**src/rtl/muxpga_pkg.sv**
```systemverilog
// Shared definitions for the mux-cell fabric: geometry, sync nibble, config field
// layout, cell function encodings and the config loader state type.
package muxpga_pkg;

  localparam int CELLS     = 16;
  localparam int CELL_BITS = 8;
  localparam logic [3:0] SYNC = 4'hA;

  localparam int NIBS  = 2 * CELLS;
  localparam int CNT_W = $clog2(NIBS);
  localparam int CFG_W = CELLS * CELL_BITS;

  // Field offsets inside one cell config byte; bits [7:6] are reserved.
  localparam int IN1_LSB = 0;
  localparam int IN2_LSB = 2;
  localparam int FN_LSB  = 4;

  typedef enum logic [1:0] {
    FN_AND = 2'd0,
    FN_OR  = 2'd1,
    FN_IN1 = 2'd2,
    FN_IN2 = 2'd3
  } cell_fn_e;

  typedef enum logic [1:0] {
    ST_IDLE  = 2'd0,
    ST_LOAD  = 2'd1,
    ST_CHECK = 2'd2
  } cfg_state_e;

endpackage

```
**src/rtl/muxpga_cfg_shadow.sv**
```systemverilog
// Nibble-addressed shadow register and the active config register it commits into.
// The active register only ever loads the whole shadow at once.
module muxpga_cfg_shadow
  import muxpga_pkg::*;
(
  input  logic             clk,
  input  logic             reset,
  input  logic             wr_en,
  input  logic [CNT_W-1:0] wr_addr,
  input  logic [3:0]       wr_data,
  input  logic             commit,
  output logic [CFG_W-1:0] cfg_out
);

  logic [CFG_W-1:0] shadow;

  always_ff @(posedge clk) begin
    if (reset) begin
      shadow  <= '0;
      cfg_out <= '0;
    end else begin
      if (wr_en) begin
        shadow[wr_addr*4 +: 4] <= wr_data;
      end
      if (commit) begin
        cfg_out <= shadow;
      end
    end
  end

endmodule

```
**src/rtl/muxpga_cfg_loader.sv**
```systemverilog
// Framed nibble-stream config loader: SYNC, 2*CELLS data nibbles, XOR checksum nibble,
// then an atomic commit of the shadow register onto the active config bus.
module muxpga_cfg_loader
  import muxpga_pkg::*;
(
  input  logic             clk,
  input  logic             reset,
  input  logic             nib_valid,
  input  logic [3:0]       nib,
  input  logic             abort,
  output logic [CFG_W-1:0] cfg_out,
  output logic             cfg_loaded,
  output logic             cfg_error,
  output logic             busy,
  output cfg_state_e       state_dbg
);

  // Handshake: the source has no backpressure; a nibble is consumed on every rising
  // edge where nib_valid is high, and abort wins over nib_valid in LOAD and CHECK.

  cfg_state_e       state, state_nxt;
  logic [CNT_W-1:0] cnt, cnt_nxt;
  logic [3:0]       csum, csum_nxt;
  logic             wr_en, commit, err_set, err_clr;

  always_ff @(posedge clk) begin
    if (reset) begin
      state      <= ST_IDLE;
      cnt        <= '0;
      csum       <= '0;
      cfg_loaded <= 1'b0;
      cfg_error  <= 1'b0;
    end else begin
      state      <= state_nxt;
      cnt        <= cnt_nxt;
      csum       <= csum_nxt;
      cfg_loaded <= commit;
      if (err_clr) begin
        cfg_error <= 1'b0;
      end else if (err_set) begin
        cfg_error <= 1'b1;
      end
    end
  end

  always_comb begin
    state_nxt = state;
    cnt_nxt   = cnt;
    csum_nxt  = csum;
    wr_en     = 1'b0;
    commit    = 1'b0;
    err_set   = 1'b0;
    err_clr   = 1'b0;
    case (state)
      ST_IDLE: begin
        if (nib_valid && nib == SYNC) begin
          state_nxt = ST_LOAD;
          cnt_nxt   = '0;
          csum_nxt  = '0;
          err_clr   = 1'b1;
        end
      end
      ST_LOAD: begin
        if (abort) begin
          state_nxt = ST_IDLE;
        end else if (nib_valid) begin
          wr_en    = 1'b1;
          cnt_nxt  = cnt + 1'b1;
          csum_nxt = csum ^ nib;
          if (cnt == CNT_W'(NIBS - 1)) begin
            state_nxt = ST_CHECK;
          end
        end
      end
      ST_CHECK: begin
        if (abort) begin
          state_nxt = ST_IDLE;
        end else if (nib_valid) begin
          state_nxt = ST_IDLE;
          if (nib == csum) begin
            commit = 1'b1;
          end else begin
            err_set = 1'b1;
          end
        end
      end
      default: state_nxt = ST_IDLE;
    endcase
  end

  assign busy      = (state != ST_IDLE);
  assign state_dbg = state;

  muxpga_cfg_shadow u_shadow (
    .clk     (clk),
    .reset   (reset),
    .wr_en   (wr_en),
    .wr_addr (cnt),
    .wr_data (nib),
    .commit  (commit),
    .cfg_out (cfg_out)
  );

endmodule

```
**config.mk**
```make
export PLATFORM = sky130hd
export DESIGN_NAME = muxpga_cfg_loader
export DESIGN_NICKNAME = d
export VERILOG_FILES = /design/src/rtl/muxpga_pkg.sv /design/src/rtl/muxpga_cfg_shadow.sv /design/src/rtl/muxpga_cfg_loader.sv
export SDC_FILE = /design/constraint.sdc
export NUM_CORES = 1
export LEC_CHECK = 0
export ABC_AREA = 0
export BUFFER_PORTS_ARGS = -buffer_cell sky130_fd_sc_hd__buf_2
export CORE_ASPECT_RATIO = 2
export CORE_MARGIN = 2
export CORE_UTILIZATION = 45
export DETAILED_ROUTE_END_ITERATION = 7
export SYNTH_ARGS = -nofsm -noshare
export SYNTH_HDL_FRONTEND = slang
export SYNTH_SLANG_ARGS = --single-unit
```
**constraint.sdc**
```tcl
create_clock -name clk -period 6 [get_ports clk]
set_input_delay 0.9 -clock clk [delete_from_list [all_inputs] [get_ports clk]]
set_output_delay 0.9 -clock clk [all_outputs]
set_load 0.02 [all_outputs]
```
### Word level (Yosys, flattened, before mapping)

Index checks and enable logic that the tools add are counted.

* register bits after elaboration: 269
* bits of input ports: 8

* add/sub/neg operators: 2
* shift-type cells: 2
* bitwise gates (word level): 1
* muxes and demuxes: 29
* equality and inequality tests: 11
* reductions and logical operators: 7

Operator list (count)
* 128-bit bitwise mux: 1
* 4-bit by 34-bit variable shift with 128-bit output (first input constant): 1
* 4-bit by 34-bit variable part select with 128-bit output: 1
* 7-bit negator with 34-bit output: 1
* 5-bit two-way mux: 3
* 1-bit two-way mux: 13
* 2-bit two-way mux: 6
* 4-bit two-way mux: 3
* 5-bit case mux with 2 select lines: 1
* 3-bit != test (second input constant): 3
* 4-bit case mux with 2 select lines: 1
* 4-bit AND reduction: 2
* 2-bit != test (second input constant): 3
* 2-bit case mux with 3 select lines: 1
* 5-bit by 1-bit adder with 5-bit output (second input constant): 1
* 5-bit equality test (second input constant): 1
* 4-bit equality test: 1
* 4-bit equality test (second input constant): 1
* 2-bit nonzero test: 2
* 4-bit bitwise XOR: 1
* 2-bit by 1-bit equality test with 1-bit output (second input constant): 1
* 2-bit equality test (second input constant): 1
* 2-bit logical NOT: 1
* 2-bit OR reduction: 1
* 1-bit logical AND: 1

### Logic depth before layout (Yosys ltp)

Gate-level depths: netlist of the first run.

* word-level depth: 5
* gate-level depth with buffers: 12

### Hierarchy

From an unflattened synthesis of the first run, not the netlist that was laid out.

* cells, all modules: 1136
* area, all modules: 10679.0 um^2

Modules (own cells, without submodules)
* muxpga_cfg_shadow: area each 9933.3 um^2, instances 1, cells an instance 1063, seq. area each 5124.9 um^2
* muxpga_cfg_loader: area each 745.7 um^2, instances 1, cells an instance 73, seq. area each 260.2 um^2

### Worst setup path after synthesis of the first run

Ideal clock, no wire load.

* path type: register to register
* from: reg cnt[0]
* to: reg u_shadow.shadow[101]
* data required time: 5930 ps
* cell stages (with the launch flop): 13
* path slack: 2950 ps
* arrival time: 2980 ps
* period minus slack after synthesis: 3050 ps
* cell sequence: dfxtp_1 -> clkbuf_1 -> inv_1 -> ha_1 -> nand2b_1 -> nor2_1 -> ha_1 -> clkbuf_1 -> or3_4 -> or3_1 -> buf_2 -> or4_1 -> a21oi_1

* longest elaborated chain between the ends: 3
* elaborated cells on any way between the ends: 4
* those cells by class: add/sub: 1; shift: 2; mux: 1

Ends and longest elaborated chain
* start: declaration: line muxpga_cfg_loader.sv:22 `logic [CNT_W-1:0] cnt, cnt_nxt;`
* start signal: assignment: line muxpga_cfg_loader.sv:35 `cnt <= cnt_nxt;`
* 7-bit negator with 34-bit output (*): line muxpga_cfg_shadow.sv:23 `shadow[wr_addr*4 +: 4] <= wr_data;`
* 4-bit by 34-bit variable part select with 128-bit output / 4-bit by 34-bit variable shift with 128-bit output (equally long branches): line muxpga_cfg_shadow.sv:23
* 128-bit bitwise mux (*): line muxpga_cfg_shadow.sv:23
* end signal: indexed assignment: line muxpga_cfg_shadow.sv:23
* end: declaration: line muxpga_cfg_shadow.sv:15 `logic [CFG_W-1:0] shadow;`

Every way passes the cells marked *; elsewhere a longest branch is shown, timed or not.
A chain may end at the register's enable or synchronous reset.

### Final worst setup path of the first run

* from: reg cnt[0]
* to: reg u_shadow.shadow[39]

Same word-level chain as after synthesis.

==> impl_metrics.ini, run 1 <==
[status]
outcome = finished, final reports clean

[worst_setup_path]
critPathMaxFanout = 20
cp_top_family = simple AND/OR/NAND/NOR gates
cp_num_buf_inv = 1
crit_path_start_kind = flip-flop
worst-setup-path-type = reg2reg
required_ps = 6380
cp_slowest_cell = dfxtp_1
critPathCaptureType = flip-flop
path_cells = inv_1, ha_1, nand2b_1, nor2_1, ha_1, nand2b_1, or2_2, nor3_1, mux2i_1, nor2_1
cp_slowest_stage_delay_ps = 700
critPathArrivalTime_ps = 4130

[pwr]
vdd_drop_max_mv = 0.226
pwr_density_cell_nw_per_um2 = 284
p_leak_uw = 0.00460

[cts]
post_cts_buffers = 0
ctsHoldBuffers = 0
clk_latency_ps = 530
clk_root_buffer_cell = clkbuf_16
cts_made_buffers = 24
clk_pin_slew_ps = 70
ctsResizeCount = 0
cts_max_level = 1
cts_tree = built
clock_sinks = 269
cts_buffer_depth = 3

[route]
wl_per_cell_um = 17.1
via_per_inst = 5.32
route.met3.wl_um = 957
top_layer_used = met4
first_pass_iters = 5
wl_met2_um = 14500
num_vias = 8511
drt-total-wl_um = 27300
drc = 0
drt_iter0_drc = 380
ant_nets = 0
met1Wirelength_um = 11000

[timing]
finalSetupViolCount = 0
fin_crit_sh_pct = 62.6
finClkSkew_ps = 11.9
relSlewSlack_pct = 26.2
setup-tns-final_ps = 0
fmax_mhz = 266
drv_slew = 0
rsz0062_at_grt = no
hold_violations = 0
tightest_slew_ps = 1110
period_minus_slack_ps = 3760

[die]
core_region_area_um2 = 22500
num_rows = 78
dieArea_um2 = 24200
start_util_pct = 45.7
ioPinCount = 141
die_width_um = 111
chipHeight_um = 218

[yosys]
syn_area_per_cell_um2 = 8.45
synth_cell_types = 48
ys_seq_elements = 269
ys_seq_area_share_pct = 52.3
synth_nets = 1232
ys_warn_count = 0
netlist_instances = 1220
async_reset_ff_share_pct = 0
synth-main-ff-cell = dfxtp_1
netlist_area_um2 = 10300
synth-edff-count = 0

[grt]
antenna_found_initial = 0
first_global_vias = 8077
grt_overflow = 0
grt_pass1_wl_um = 42600
grt_max_degree = 128
grt_usage_pct = 21.6

[finish]
final_cells = 1600
area_growth_pct = 15.1
finalCoreUtilization_pct = 52.6
nFillCells = 2225
n_antenna_cell = 0
drive_above_1_share_pct = 15.3
regArea_um2 = 5390
nNetsFinal = 1316
multiInputGateArea_um2 = 4560

[place]
io_buffers = 140
place.gp.congestion = 0.938
placed_cells = 1558
hpwl_um = 18400

[flow_run]
cap_violations = 0

[min_path]
hold_class = reg2reg
cell type report:
cell class | instances | area share (%)
clock buffer | 36 | 6.04
inverter | 5 | 0.158
multi-input combinational | 855 | 38.5
clock inverter | 6 | 0.464
tap | 280 | 2.95
sequential | 269 | 45.4
timing repair buffer | 149 | 6.53
where the power goes:
| part | internal [µW] | switching (µW) | total (µW) |
|---|---|---|---|
| registers | 1790 | 0.537 | 1790 |
| logic | 11.8 | 51.8 | 63.6 |
| clock network | 866 | 660 | 1530 |
| total | 2660 | 712 | 3380 |
layout by cell type, fill, tap and decap left out, drive strengths merged, types with 5 or more instances in the layout:
cell,Yosys,routed
a21oi,167,167
a22o,5,5
and3,9,9
buf,11,149
clkbuf,80,36
clkinv,0,5
dfxtp,269,269
inv,5,5
mux2i,86,86
nand2,297,297
nand2b,14,14
nand3,28,28
nand3b,5,5
nand4,8,8
nor2,119,119
nor2b,10,10
nor3,22,22
nor3b,6,6
nor4b,7,7
o21ai,9,9
or3,13,13
xor2,7,7
Yosys cell counts (2+ instances only):
master | n | area share (%)
nor2b_1 | 10 | 0.61
o21ai_0 | 8 | 0.39
or4b_2 | 2 | 0.19
nand4b_1 | 4 | 0.34
nor3_2 | 8 | 0.78
nor4_1 | 3 | 0.18
and2_1 | 3 | 0.18
a31oi_1 | 3 | 0.18
o2bb2ai_1 | 2 | 0.17
nor4bb_1 | 3 | 0.29
dfxtp_1 | 269 | 52
inv_1 | 5 | 0.18
xnor2_1 | 2 | 0.17
or3_1 | 12 | 0.73
nand2_1 | 297 | 11
nor3_1 | 14 | 0.68
and3_1 | 9 | 0.55
nand4_1 | 8 | 0.49
buf_1 | 6 | 0.22
a22o_1 | 5 | 0.42
ha_1 | 4 | 0.49
nand2b_1 | 14 | 0.85
nor3b_1 | 6 | 0.44
nor2_1 | 119 | 4.3
nand3b_1 | 5 | 0.36
or4_1 | 4 | 0.29
nor4b_1 | 7 | 0.59
buf_2 | 5 | 0.24
nand3_1 | 28 | 1.4
xor2_1 | 7 | 0.59
clkbuf_1 | 80 | 2.9
mux2i_1 | 86 | 8.4
a21oi_1 | 167 | 8.1
tightest hold or removal path: cells and delay by family, from the launching register on:
kind,cells,cell delay [ps]
compound gates,1,50
simple gates,1,50
flops,1,310
registers in the layout, indices dropped and copies added (netlist names):
register and flops:
u_shadow.cfg_out 128, u_shadow.shadow 128, cnt 5, csum 4, state_dbg 2, cfg_error 1, cfg_loaded 1
worst paths after layout:
path | from | end | slack [ps] | depth (start not counted)
max | cnt[0] | u_shadow.shadow[39] | 2240 | 10
min | u_shadow.cfg_out[94] | u_shadow.cfg_out[94] | 450 | 2
max reg2reg | cnt[0] | u_shadow.shadow[39] | 2240 | 10
min reg2reg | u_shadow.cfg_out[94] | u_shadow.cfg_out[94] | 450 | 2
per-layer routing:
layer  track usage [%]  up-vias
li1                  -     4239
met1              24.9     4011
met2              40.6      210
met3              2.28       51
met4              8.33        0
met5                 0        -
metrics by stage:
stage / area, µm² / setup slack [ps] / hold slack [ps] / power, µW
after floorplan: 10300 / 2950 / 428 / 1870
after global placement: 11100 / 2130 / 440 / 1890
after detailed placement: 11100 / 2010 / 444 / 1890
after CTS: 11900 / 2280 / 453 / 3410
after global routing: 11900 / 1920 / 467 / 3480
final: 11900 / 2240 / 451 / 3380
logic make-up after synthesis:
| logic type | after synthesis | synth area share (%) |
|---|---|---|
| xor+xnor | 9 | 0.765 |
| flops | 269 | 52.3 |
| compound gates | 193 | 9.90 |
| mux | 86 | 8.35 |
| fa+ha+maj | 4 | 0.486 |
| buf+inv | 96 | 3.56 |
| simple gates | 563 | 24.7 |
Note: power is estimated with default switching activity, not from simulation.
==> run 2, diff against run 1 <==
clock period = 3.85 ns   (was 6 ns; I/O delays follow)
==> impl_metrics.ini, run 2 (same netlist as run 1, synthesis figures left out) <==
[min_path]
hold_class = in2reg

[grt]
antenna_found_initial = 0
grt_max_degree = 97
grt_overflow = 0
first_global_vias = 8166
grt_pass1_wl_um = 43500
grt_usage_pct = 22.3

[cts]
cts_made_buffers = 24
ctsHoldBuffers = 0
cts_tree = built
cts_max_level = 1
cts_buffer_depth = 3
clk_pin_slew_ps = 70
ctsResizeCount = 0
post_cts_buffers = 0
clock_sinks = 269
clk_root_buffer_cell = clkbuf_16
clk_latency_ps = 530

[timing]
rsz0062_at_grt = no
tightest_slew_ps = 935
fmax_mhz = 307
finalSetupViolCount = 0
period_minus_slack_ps = 3250
fin_crit_sh_pct = 84.5
drv_slew = 0
hold_violations = 0
setup-tns-final_ps = 0
relSlewSlack_pct = 37.1
finClkSkew_ps = 12.3

[worst_setup_path]
crit_path_start_kind = flip-flop
critPathMaxFanout = 20
worst-setup-path-type = reg2reg
path_cells = inv_1, ha_1, nand2b_1, nor2_1, ha_1, or3_4, or3_1, or4_1, a21oi_1
critPathMostFrequentCell = ha_1
critPathArrivalTime_ps = 3720
critPathCaptureType = flip-flop
cp_num_buf_inv = 1
cp_slowest_cell = or3_4
cp_slowest_stage_delay_ps = 580
cp_top_family = simple AND/OR/NAND/NOR gates
required_ps = 4320

[pwr]
switchingPower_uw = 1120
swShare_pct = 20.6
p_seq_share_pct = 51.2
clkPwrFrac_pct = 46.9
p_leak_uw = 0.00470
vdd_drop_max_mv = 0.336
power_frac_comb_pct = 2.0
pwr_density_cell_nw_per_um2 = 451
p_total_uw = 5440
p_int_uw = 4320

[finish]
regArea_um2 = 5390
n_antenna_cell = 0
nNetsFinal = 1327
nFillCells = 2126
layout_commonest_cell = nand2_1
area_growth_pct = 17.0
drive_above_1_share_pct = 16.1
most-common-layout-cells = nand2_1, dfxtp_1, a21oi_1, buf_2, nor2_1
reg_top3 = u_shadow.cfg_out: 128 flops, u_shadow.shadow: 128 flops, cnt: 5 flops
multiInputGateArea_um2 = 4560

[die]
die_width_um = 111
dieArea_um2 = 24200
start_util_pct = 45.7
num_rows = 78
chipHeight_um = 218
core_region_area_um2 = 22500
ioPinCount = 141

[route]
met1Wirelength_um = 11200
drc = 0
top_layer_used = met4
drt_iter0_drc = 421
wl_met2_um = 14300
drt-total-wl_um = 27800
ant_nets = 0
via_per_inst = 5.28
route.met3.wl_um = 1170
first_pass_iters = 5
wl_per_cell_um = 17.2
num_vias = 8505

[status]
outcome = finished, final reports clean

[place]
place.gp.congestion = 0.960
hpwl_um = 18700
io_buffers = 140

[flow_run]
cap_violations = 0
==> run 2: area by class of cell <==
class                      instances  area share [%]
inverter                           5           0.156
clock buffer                      40            6.48
clock inverter                     3           0.540
sequential                       269            44.7
timing repair buffer             160            7.42
multi-input combinational        855            37.8
tap                              280            2.91
==> run 2: worst paths after layout <==
check | start | endpoint | slack (ps) | cells after the start
max | cnt[1] | u_shadow.shadow[103] | 600 | 9
min | abort | state_dbg[1] | 280 | 2
max reg2reg | cnt[1] | u_shadow.shadow[103] | 600 | 9
min reg2reg | u_shadow.cfg_out[126] | u_shadow.cfg_out[126] | 450 | 2
==> run 2: worst reg2reg max path: stages (launching register included) <==
cell and delay (ps):
dfxtp_1 490, inv_1 80, ha_1 250, nand2b_1 130, nor2_1 50, ha_1 510
or3_4 580, or3_1 510, or4_1 430, a21oi_1 150
==> run 2: metrics by stage <==
stage	hold slack, ps	setup WS [ps]	instances	instance area, µm²	utilization (%)
floorplan	428	800	1220	10300	-
global placement	436	722	1569	11200	49.7
detailed placement	444	645	1569	11200	49.7
CTS	262	626	1612	12100	53.5
global route	292	284	1612	12100	53.5
finish	278	598	1612	12100	53.5
==> run 2: layer usage <==
layer / vias to the layer above / global-route usage [%]
met1: 3992 / 25.6
met4: 0 / 10.4
li1: 4250 / -
met5: - / 0
met2: 204 / 40.9
met3: 59 / 2.83
==> run 2: power groups by stage <==
stage	clock network [µW]	logic, µW	registers (µW)
finish	2550	107	2780
global route	2700	114	2780
CTS	2600	106	2780
detailed placement	0	106	2850
global placement	0	106	2850
floorplan	0	67.6	2850
